$ cat src/rtl/segment_scan_ctrl.sv
// Time-multiplexed 7-segment scan controller with double-buffered frame load.
// Optional build macro LZ_BLANK_EN enables leading-zero suppression.
module segment_scan_ctrl #(
  parameter int unsigned NUM_DIGITS   = 8,
  parameter int unsigned DWELL_CYCLES = 50000,
  parameter int unsigned BLANK_CYCLES = 500,
  localparam int unsigned IW = (NUM_DIGITS > 1) ? $clog2(NUM_DIGITS) : 1
) (
  input  logic                    clk,
  input  logic                    rst,
  input  logic                    load_valid,
  output logic                    load_ready,
  input  logic [4*NUM_DIGITS-1:0] load_data,
  input  logic [NUM_DIGITS-1:0]   load_en,
  input  logic [NUM_DIGITS-1:0]   load_dp,
  output logic [3:0]              digit_data,
  output logic                    digit_dp,
  output logic [NUM_DIGITS-1:0]   select,
  output logic [IW-1:0]           digit_idx,
  output logic                    frame_done
);

  localparam int unsigned MAXC = (DWELL_CYCLES > BLANK_CYCLES) ? DWELL_CYCLES : BLANK_CYCLES;
  localparam int unsigned PW   = $clog2(MAXC + 1);

  typedef enum logic {BLANK, SHOW} state_e;

  state_e                  state_q, state_d;
  logic [PW-1:0]           phase_q, phase_d;
  logic [IW-1:0]           idx_q, idx_d;
  logic [4*NUM_DIGITS-1:0] act_data_q, act_data_d, pend_data_q, pend_data_d;
  logic [NUM_DIGITS-1:0]   act_en_q, act_en_d, pend_en_q, pend_en_d;
  logic [NUM_DIGITS-1:0]   act_dp_q, act_dp_d, pend_dp_q, pend_dp_d;
  logic                    pend_q, pend_d;
  logic [3:0]              digit_data_q, digit_data_d;
  logic                    digit_dp_q, digit_dp_d;
  logic [NUM_DIGITS-1:0]   select_q, select_d;
  logic                    frame_done_q, frame_done_d;
  logic [NUM_DIGITS-1:0]   lz_sup;

  logic blank_end, show_end, last_digit, boundary, xfer;

`ifdef LZ_BLANK_EN
  // Digit i is dark when it and every more significant nibble are zero.
  always_comb begin
    logic zero_run;
    zero_run = 1'b1;
    lz_sup   = '0;
    for (int unsigned j = 0; j < NUM_DIGITS; j++) begin
      zero_run = zero_run & (act_data_q[4*(NUM_DIGITS-1-j) +: 4] == 4'h0);
      if (NUM_DIGITS-1-j > 0) lz_sup[NUM_DIGITS-1-j] = zero_run;
    end
  end
`else
  assign lz_sup = '0;
`endif

  assign blank_end  = (state_q == BLANK) && (phase_q == PW'(BLANK_CYCLES - 1));
  assign show_end   = (state_q == SHOW)  && (phase_q == PW'(DWELL_CYCLES - 1));
  assign last_digit = (idx_q == IW'(NUM_DIGITS - 1));
  assign boundary   = show_end && last_digit;
  assign xfer       = load_valid && !pend_q;

  always_comb begin
    state_d      = state_q;
    phase_d      = phase_q + PW'(1);
    idx_d        = idx_q;
    act_data_d   = act_data_q;
    act_en_d     = act_en_q;
    act_dp_d     = act_dp_q;
    pend_data_d  = pend_data_q;
    pend_en_d    = pend_en_q;
    pend_dp_d    = pend_dp_q;
    pend_d       = pend_q;
    digit_data_d = digit_data_q;
    digit_dp_d   = digit_dp_q;
    select_d     = '0;

    unique case (state_q)
      BLANK: begin
        if (blank_end) begin
          state_d = SHOW;
          phase_d = '0;
        end
      end
      SHOW: begin
        if (show_end) begin
          state_d = BLANK;
          phase_d = '0;
          idx_d   = last_digit ? '0 : idx_q + IW'(1);
        end
      end
      default: state_d = BLANK;
    endcase

    if (boundary && pend_q) begin
      act_data_d = pend_data_q;
      act_en_d   = pend_en_q;
      act_dp_d   = pend_dp_q;
      pend_d     = 1'b0;
    end

    // xfer implies pend_q=0, so it never collides with the copy-out above.
    if (xfer) begin
      pend_data_d = load_data;
      pend_en_d   = load_en;
      pend_dp_d   = load_dp;
      pend_d      = 1'b1;
    end

    // Entering BLANK presents the next digit early, using the post-boundary frame.
    if (show_end) begin
      digit_data_d = act_data_d[{idx_d, 2'b00} +: 4];
      digit_dp_d   = act_dp_d[idx_d];
    end

    if (state_d == SHOW) select_d[idx_d] = act_en_q[idx_d] & ~lz_sup[idx_d];

    frame_done_d = (state_d == SHOW) && (phase_d == PW'(DWELL_CYCLES - 1))
                   && (idx_d == IW'(NUM_DIGITS - 1));
  end

  always_ff @(posedge clk) begin
    if (rst) begin
      state_q      <= BLANK;
      phase_q      <= '0;
      idx_q        <= '0;
      act_data_q   <= '0;
      act_en_q     <= '0;
      act_dp_q     <= '0;
      pend_data_q  <= '0;
      pend_en_q    <= '0;
      pend_dp_q    <= '0;
      pend_q       <= 1'b0;
      digit_data_q <= '0;
      digit_dp_q   <= 1'b0;
      select_q     <= '0;
      frame_done_q <= 1'b0;
    end else begin
      state_q      <= state_d;
      phase_q      <= phase_d;
      idx_q        <= idx_d;
      act_data_q   <= act_data_d;
      act_en_q     <= act_en_d;
      act_dp_q     <= act_dp_d;
      pend_data_q  <= pend_data_d;
      pend_en_q    <= pend_en_d;
      pend_dp_q    <= pend_dp_d;
      pend_q       <= pend_d;
      digit_data_q <= digit_data_d;
      digit_dp_q   <= digit_dp_d;
      select_q     <= select_d;
      frame_done_q <= frame_done_d;
    end
  end

  assign load_ready = ~pend_q;
  assign digit_data = digit_data_q;
  assign digit_dp   = digit_dp_q;
  assign select     = select_q;
  assign digit_idx  = idx_q;
  assign frame_done = frame_done_q;

endmodule

$ cat config.mk
export PLATFORM = sky130hd
export DESIGN_NAME = segment_scan_ctrl
export DESIGN_NICKNAME = d
export VERILOG_FILES = /design/src/rtl/segment_scan_ctrl.sv
export SDC_FILE = /design/constraint.sdc
export NUM_CORES = 1
export LEC_CHECK = 0
export BUFFER_PORTS_ARGS = -buffer_cell sky130_fd_sc_hd__buf_2
export CELL_PAD_IN_SITES_DETAIL_PLACEMENT = 0
export CELL_PAD_IN_SITES_GLOBAL_PLACEMENT = 2
export CORE_MARGIN = 2
export CORE_UTILIZATION = 36
export DETAILED_ROUTE_END_ITERATION = 10
export PLACE_DENSITY = 0.87
export SYNTH_ARGS = -nofsm -noshare
export SYNTH_HDL_FRONTEND = slang
export SYNTH_SLANG_ARGS = --single-unit
export TNS_END_PERCENT = 20
$ cat constraint.sdc
create_clock -name clk -period 4.85 [get_ports clk]
set_input_delay 0.2425 -clock clk [delete_from_list [all_inputs] [get_ports clk]]
set_output_delay 0.2425 -clock clk [all_outputs]
set_load 0.05 [all_outputs]
Word level (Yosys, flattened, before mapping)

Memories as Yosys holds them, arrays and structs flattened.
Cells that the tools add are included.
W data, S select, Z words.

Word-level logic and storage cells: 62
Input port bits: 51
Bits in read-only memories: 8
Memories: 1
Flip-flop bits (word level): 131

Memories:

| memory           | depth | width | rd ports | clocked after memory_dff | write ports | line | RTL |
|---|---|---|---|---|---|---|---|
| (name not given) | 8     | 1     | 1        | 0                        | 0           | 117  | `if (state_d == SHOW) select_d[idx_d] = act_en_q[idx_d] & ~lz_sup[idx_d];` |

Equality and inequality tests: 5
Multiplexer cells: 20
Add/subtract/negate cells: 2
Magnitude comparators: 2
Reduce and logical (&&, ||, !) cells: 11
Shift-type cells: 1
Bitwise operators: 6

Operators by type and width:

| kind                    | count |
|---|---|
| $eq A16 B16 Y1 const B  | 2 |
| $mux W16                | 2 |
| $mux W32                | 1 |
| $pmux W16 S2            | 1 |
| $shiftx A32 B6 Y4       | 1 |
| $add A16 B1 Y16 const B | 1 |
| $eq A16 B9 Y1 const B   | 1 |
| $mux W3                 | 3 |
| $and A8 B8 Y8           | 1 |
| $logic_and A1 B1 Y1     | 8 |
| $mux W1                 | 8 |
| $mux W8                 | 1 |
| $bmux W1 S3             | 2 |
| $eq A3 B3 Y1 const B    | 2 |
| $lt A3 B4 Y1 const B    | 1 |
| $not A1 Y1              | 4 |
| $add A3 B1 Y3 const B   | 1 |
| $demux W1 S3            | 1 |
| $ge A3 B1 Y1 const B    | 1 |
| $pmux W1 S2             | 1 |
| $reduce_bool A2 Y1      | 1 |
| $reduce_or A2 Y1        | 1 |
| $and A1 B1 Y1           | 1 |
| $logic_not A1 Y1        | 1 |

Depth between registers and ports, before layout

Word-level depth: 9
Mapped depth: 12
Mapped depth without buffers: 9

Least setup slack after synthesis

No wires, ideal clock.

Kind: register -> register
Start point: register idx_q[1] (netlist: digit_idx[1])
End point: register digit_data_q[3] (netlist: digit_data[3])
Setup time: 0.131 ns
Data required time: 4.719 ns
Path buffers: 2
Path slack: 1.975 ns
Data arrival time: 2.744 ns
Stages on the path, launching flop included: 12
Clock period less this slack: 2.875 ns
Cell sequence: dfxtp_1 ha_1 ha_1 clkbuf_1 nand2_1 buf_1 mux2_2 a22oi_1 o21ai_0 a2111oi_0 o2111a_1 nor3_1

Cells in the longest elaborated chain, start to end: 5

RTL lines:

| what                                                  | line   | RTL |
|---|---|---|
| from (decl)                                           | 30     | `logic [IW-1:0] idx_q, idx_d;` |
| from (signal assigned)                                | 142    | `idx_q <= idx_d;` |
| $add A3 B1 Y3 / $eq A3 B3 Y1 (equally long branches)  | 90, 60 |  |
| $mux W3 / $logic_and A1 B1 Y1 (equally long branches) | 90, 61 |  |
| $mux W3 / $logic_and A1 B1 Y1 (equally long branches) | 87, 96 |  |
| $mux W3 / $mux W32 (equally long branches)            | 79, 96 |  |
| $shiftx A32 B6 Y4 *                                   | 113    | `digit_data_d = act_data_d[{idx_d, 2'b00} +: 4];` |
| to (signal assigned)                                  | 150    | `digit_data_q <= digit_data_d;` |
| to (decl)                                             | 35     | `logic [3:0] digit_data_q, digit_data_d;` |

Mark *: on every way between the ends. The rest lies on a longest branch, timed or not.
A chain may end at the register's enable or synchronous reset.

Worst setup path after layout

Start point: register idx_q[0] (netlist: digit_idx[0])
End point: register digit_dp_q (netlist: digit_dp)

Cells in the longest elaborated chain, start to end: 6

RTL lines:

| what                                                  | line   | RTL |
|---|---|---|
| $add A3 B1 Y3 / $eq A3 B3 Y1 (equally long branches)  | 90, 60 |  |
| $mux W3 / $logic_and A1 B1 Y1 (equally long branches) | 90, 61 |  |
| $mux W3 / $logic_and A1 B1 Y1 (equally long branches) | 87, 96 |  |
| $mux W3 / $mux W8 (equally long branches)             | 79, 96 |  |
| $bmux W1 S3 *                                         | 114    | `digit_dp_d = act_dp_d[idx_d];` |
| $mux W1 (implied by the code) *                       | 114    |  |
| to (signal assigned)                                  | 151    | `digit_dp_q <= digit_dp_d;` |
| to (decl)                                             | 36     | `logic digit_dp_q, digit_dp_d;` |

Mark *: on every way between the ends. The rest lies on a longest branch, timed or not. The select of a mux whose other input is x is not followed.

==> results by group <==
STA
  • Final hold vios: 0
  • RSZ-0062 raised after global routing: false
  • Worst-margin pin slew: 1.14 ns
  • Setup TNS: 0 ns
  • Rel. slew slack: about a quarter
  • Final worst-path cycle share: a little under three quarters
  • Slew Viols, Final: 0
  • WHS: about 0.055 ns
  • Fmax: ~0.29 GHz
  • Tmin final: about 3.5 ns
  • Clock Skew: 0.00769 ns
  • Final Setup Violations: 0

Routing
  • DRC: 0
  • DR pass1 iterations: 5
  • Post-Route WL: 15900 um
  • Vias: approximately 5200
  • DRT iter0 DRCs: approximately 410
  • ANT nets after route: 0
  • Via density: approximately 5.1
  • Routed WL per cell: around 16 um

Setup path
  • Crit path max-delay cell type: dfxtp_1
  • RR Endpoint: digit_dp$_SDFFE_PP0N_
  • CP max FO: between 50 and 60
  • Slowest stage delay, CP: a little under 0.6 ns
  • Setup crit end kind: register
  • CP startpoint kind: register
  • Critical-path cell list: ha_1 > ha_1 > nand2_1 > nor4_4 > buf_4 > mux2i_1 > o22ai_1 > a2111oi_0 > nor3_1
  • Crit Path Class: register to register
  • CP most frequent cell: ha_1
  • Crit Reg-Reg Startpoint: digit_idx[0]$_SDFF_PP0_
  • WP data required: roughly 5 ns
  • Critical Path AT: 3.72 ns
  • Reg2Reg Setup Slack: 1.38 ns
  • Critical path's top delay family: simple AND/OR/NAND/NOR gates
  • CP bufs+invs: 1
  • Reg2Reg Depth: 9

Hold path
  • Hold Path End: pend_data_q[0]$_SDFFE_PP0P_
  • HP Start: load_data[0]
  • Hold Path Cell Cnt: 3
  • Worst hold path class: primary input to register

Floorplan
  • Core Region: 15800 um2
  • Die area: 17000 um2
  • IO Count: 69
  • Die span in y: roughly 130 um
  • Initial Util: a little over a third
  • Chip width: about 130 um
  • # rows: 46

Power
  • Seq pwr share: 44.7%
  • Clk pwr share: around 52%
  • Peak supply drop: between 200 and 250 uV
  • Power Internal: around 2 mW
  • Total power: 2.52 mW
  • PD cells: approximately 370 nW/um2
  • Sw frac: between 20% and 30%
  • Switching pwr: 0.545 mW
  • P_leak: 2.40 nW
  • Comb pwr share: 3.7%

Synthesis
  • Synth cell types: 57
  • Post-synth EDFFs: 0
  • Mapped cell area: ~5800 um2
  • Largest cells by area after synthesis: dfxtp_1 46%, nand2_1 14%, a21oi_1 9.6%, nor2_1 3.1%, clkbuf_1 2.3%
  • FF+latch count, synth: roughly 130
  • Syn_nets: between 700 and 800
  • Ys Warns: 0
  • Most common flop cell mapped by yosys: dfxtp_1
  • Post-Synthesis Cells: 740
  • Avg Inst Size Synth: between 7 and 8 um2
  • Post-synth ARST share: 0%
  • Top cell type's share of synthesized area: about 46%
  • Leading area contributor after synthesis: dfxtp_1
  • Register area share after synthesis: a little under half

CTS
  • Hold Buf Count CTS: 0
  • CTS resizes: 0
  • Clock Latency Late Sink: approximately 0.42 ns
  • CTS root buf: clkbuf_16
  • Depth of the CTS H-tree: 4
  • CTS Buf Count: 17
  • CTS Buffer Depth: 2
  • CTS tree: yes
  • Post-CTS Setup Repair Bufs: 0
  • Clock slew at reported path FFs: roughly 0.060 ns
  • Clk sinks: around 130

Finish
  • Nets: 831
  • Fin cells: a little over 1000
  • Share of cells above drive strength 1: 14.8%
  • Area Growth Syn to Fin: 17.9%
  • Area of the multi-input gates: approximately 2900 um2
  • Register area: between 2000 and 3000 um2
  • ANT cells: 0
  • Fillers: about 1600
  • Final instance area: slightly below 7000 um2

Placed design
  • Post-DP HPWL: 11000 um
  • PortBufs: 68
  • Post-placement cell count: 974
  • Post-Place Cell Area: around 6000 um2
  • RePlAce Congestion: ~0.9

Global route
  • First-pass GRT wire length: about 25000 um
  • Global route total overflow: 0
  • Largest net degree at the start of global routing: roughly 110
  • Number of global-route vias before repair: 4750
  • GRT Total Usage: approximately a fifth
  • Initial antenna violation count: 0

Run
  • Max-cap violations: 0

Outcome
  • Status: completed
## cell families (layout without fill, tap and decap cells)
family	count (synthesis)	after routing	synth area share, %
compound gates	152	152	15.1
fa+ha+maj	3	3	0.652
xor+xnor	16	16	2.44
mux	17	17	3.04
buf+inv	64	114	4.67
simple gates	357	357	28.5
flops	131	131	45.6
## tightest hold or removal path, stage by stage
cell and delay, ns:
buf_2 0.10, nand2_1 0.04, a21oi_1 0.05
## final cells by class
type	count	share of cell area (%)
Inverter	9	0.498
Clock inverter	8	1.44
Sequential cell	131	38.6
Tap cell	216	3.98
Clock buffer	24	7.54
Multi-Input combinational cell	545	42.3
Timing Repair Buffer	73	5.60
## how the worst max path moves through the flow
stage | startpoint | to | slack [ns] | cells after the start
floorplan | digit_idx[1]$_SDFF_PP0_ | digit_data[3]$_SDFFE_PP0N_ | 1.97 | 11
global placement | digit_idx[0]$_SDFF_PP0_ | digit_dp$_SDFFE_PP0N_ | 1.61 | 9
detailed placement | digit_idx[0]$_SDFF_PP0_ | digit_dp$_SDFFE_PP0N_ | 1.47 | 9
CTS | digit_idx[0]$_SDFF_PP0_ | digit_dp$_SDFFE_PP0N_ | 1.43 | 9
global route | digit_idx[0]$_SDFF_PP0_ | digit_dp$_SDFFE_PP0N_ | 1.09 | 9
finish | digit_idx[0]$_SDFF_PP0_ | digit_dp$_SDFFE_PP0N_ | 1.38 | 9
## routing by layer
| metal | global-route usage (%) | wire, um | up-vias |
|---|---|---|---|
| met3 | 4.56 | 741 | 17 |
| met2 | 30.1 | 7320 | 123 |
| met4 | 6.38 | 223 | 0 |
| li1 | - | - | 2601 |
| met5 | 0 | 0 | - |
| met1 | 26.5 | 7580 | 2424 |
## power by group through the flow
stage          registers [mW]  clock network, mW  logic (mW)
5_1_grt                  1.13               1.38       0.107
2_1_floorplan            1.14                  0      0.0607
6_report                 1.13               1.30      0.0930
4_1_cts                  1.13               1.33      0.0951
3_3_place_gp             1.15                  0      0.0924
3_5_place_dp             1.15                  0      0.0947
## flip-flops by register name, summed over array words and instances, names as in the netlist
register and flops:
act_dp_q 8, act_en_q 8, phase_q 16, frame_done 1, pend_en_q 8, state_q 1, digit_dp 1, act_data_q 32
select 8, pend_q 1, pend_data_q 32, digit_data 4, pend_dp_q 8, digit_idx 3
## through the flow
step / utilization, % / setup WS [ns]
5_1_grt: 43.0 / 1.09
6_report: 43.0 / 1.38
3_5_place_dp: 39.2 / 1.47
3_3_place_gp: 39.2 / 1.61
4_1_cts: 43.0 / 1.43
2_1_floorplan: - / 1.97
## cells in the mapped netlist, types with 5 or more instances
cell type  number
buf_1           5
and3_1          8
dfxtp_1       131
nor2b_1         5
mux2i_1        13
nand3_1        19
nand2_1       211
o21ai_0         5
nor3_1         22
a22oi_1         5
inv_1           9
nand2b_1        5
a31oi_1         6
a21oi_1       110
nand4_1         9
buf_2          11
xnor2_1         7
nor2_1         47
xor2_1          9
clkbuf_1       36
## cell usage in the layout (no fill, tap or decap), types with 4 or more instances in the layout
master | netlist | layout
dfxtp_1 | 131 | 131
o21ai_0 | 5 | 5
clkbuf_16 | 0 | 17
clkbuf_8 | 0 | 6
mux2_2 | 4 | 4
nand3_1 | 19 | 19
nand4_1 | 9 | 9
xor2_1 | 9 | 9
nor2_1 | 47 | 47
mux2i_1 | 13 | 13
buf_2 | 11 | 67
o22ai_1 | 4 | 4
a31oi_1 | 6 | 6
inv_1 | 9 | 9
nor3_1 | 22 | 22
nand3b_1 | 4 | 4
a22oi_1 | 5 | 5
nand2_1 | 211 | 211
and3_1 | 8 | 8
buf_4 | 2 | 6
xnor2_1 | 7 | 7
a21oi_1 | 110 | 110
nor2b_1 | 5 | 4
nand2b_1 | 5 | 5
Note: power is estimated with default switching activity, not from simulation.
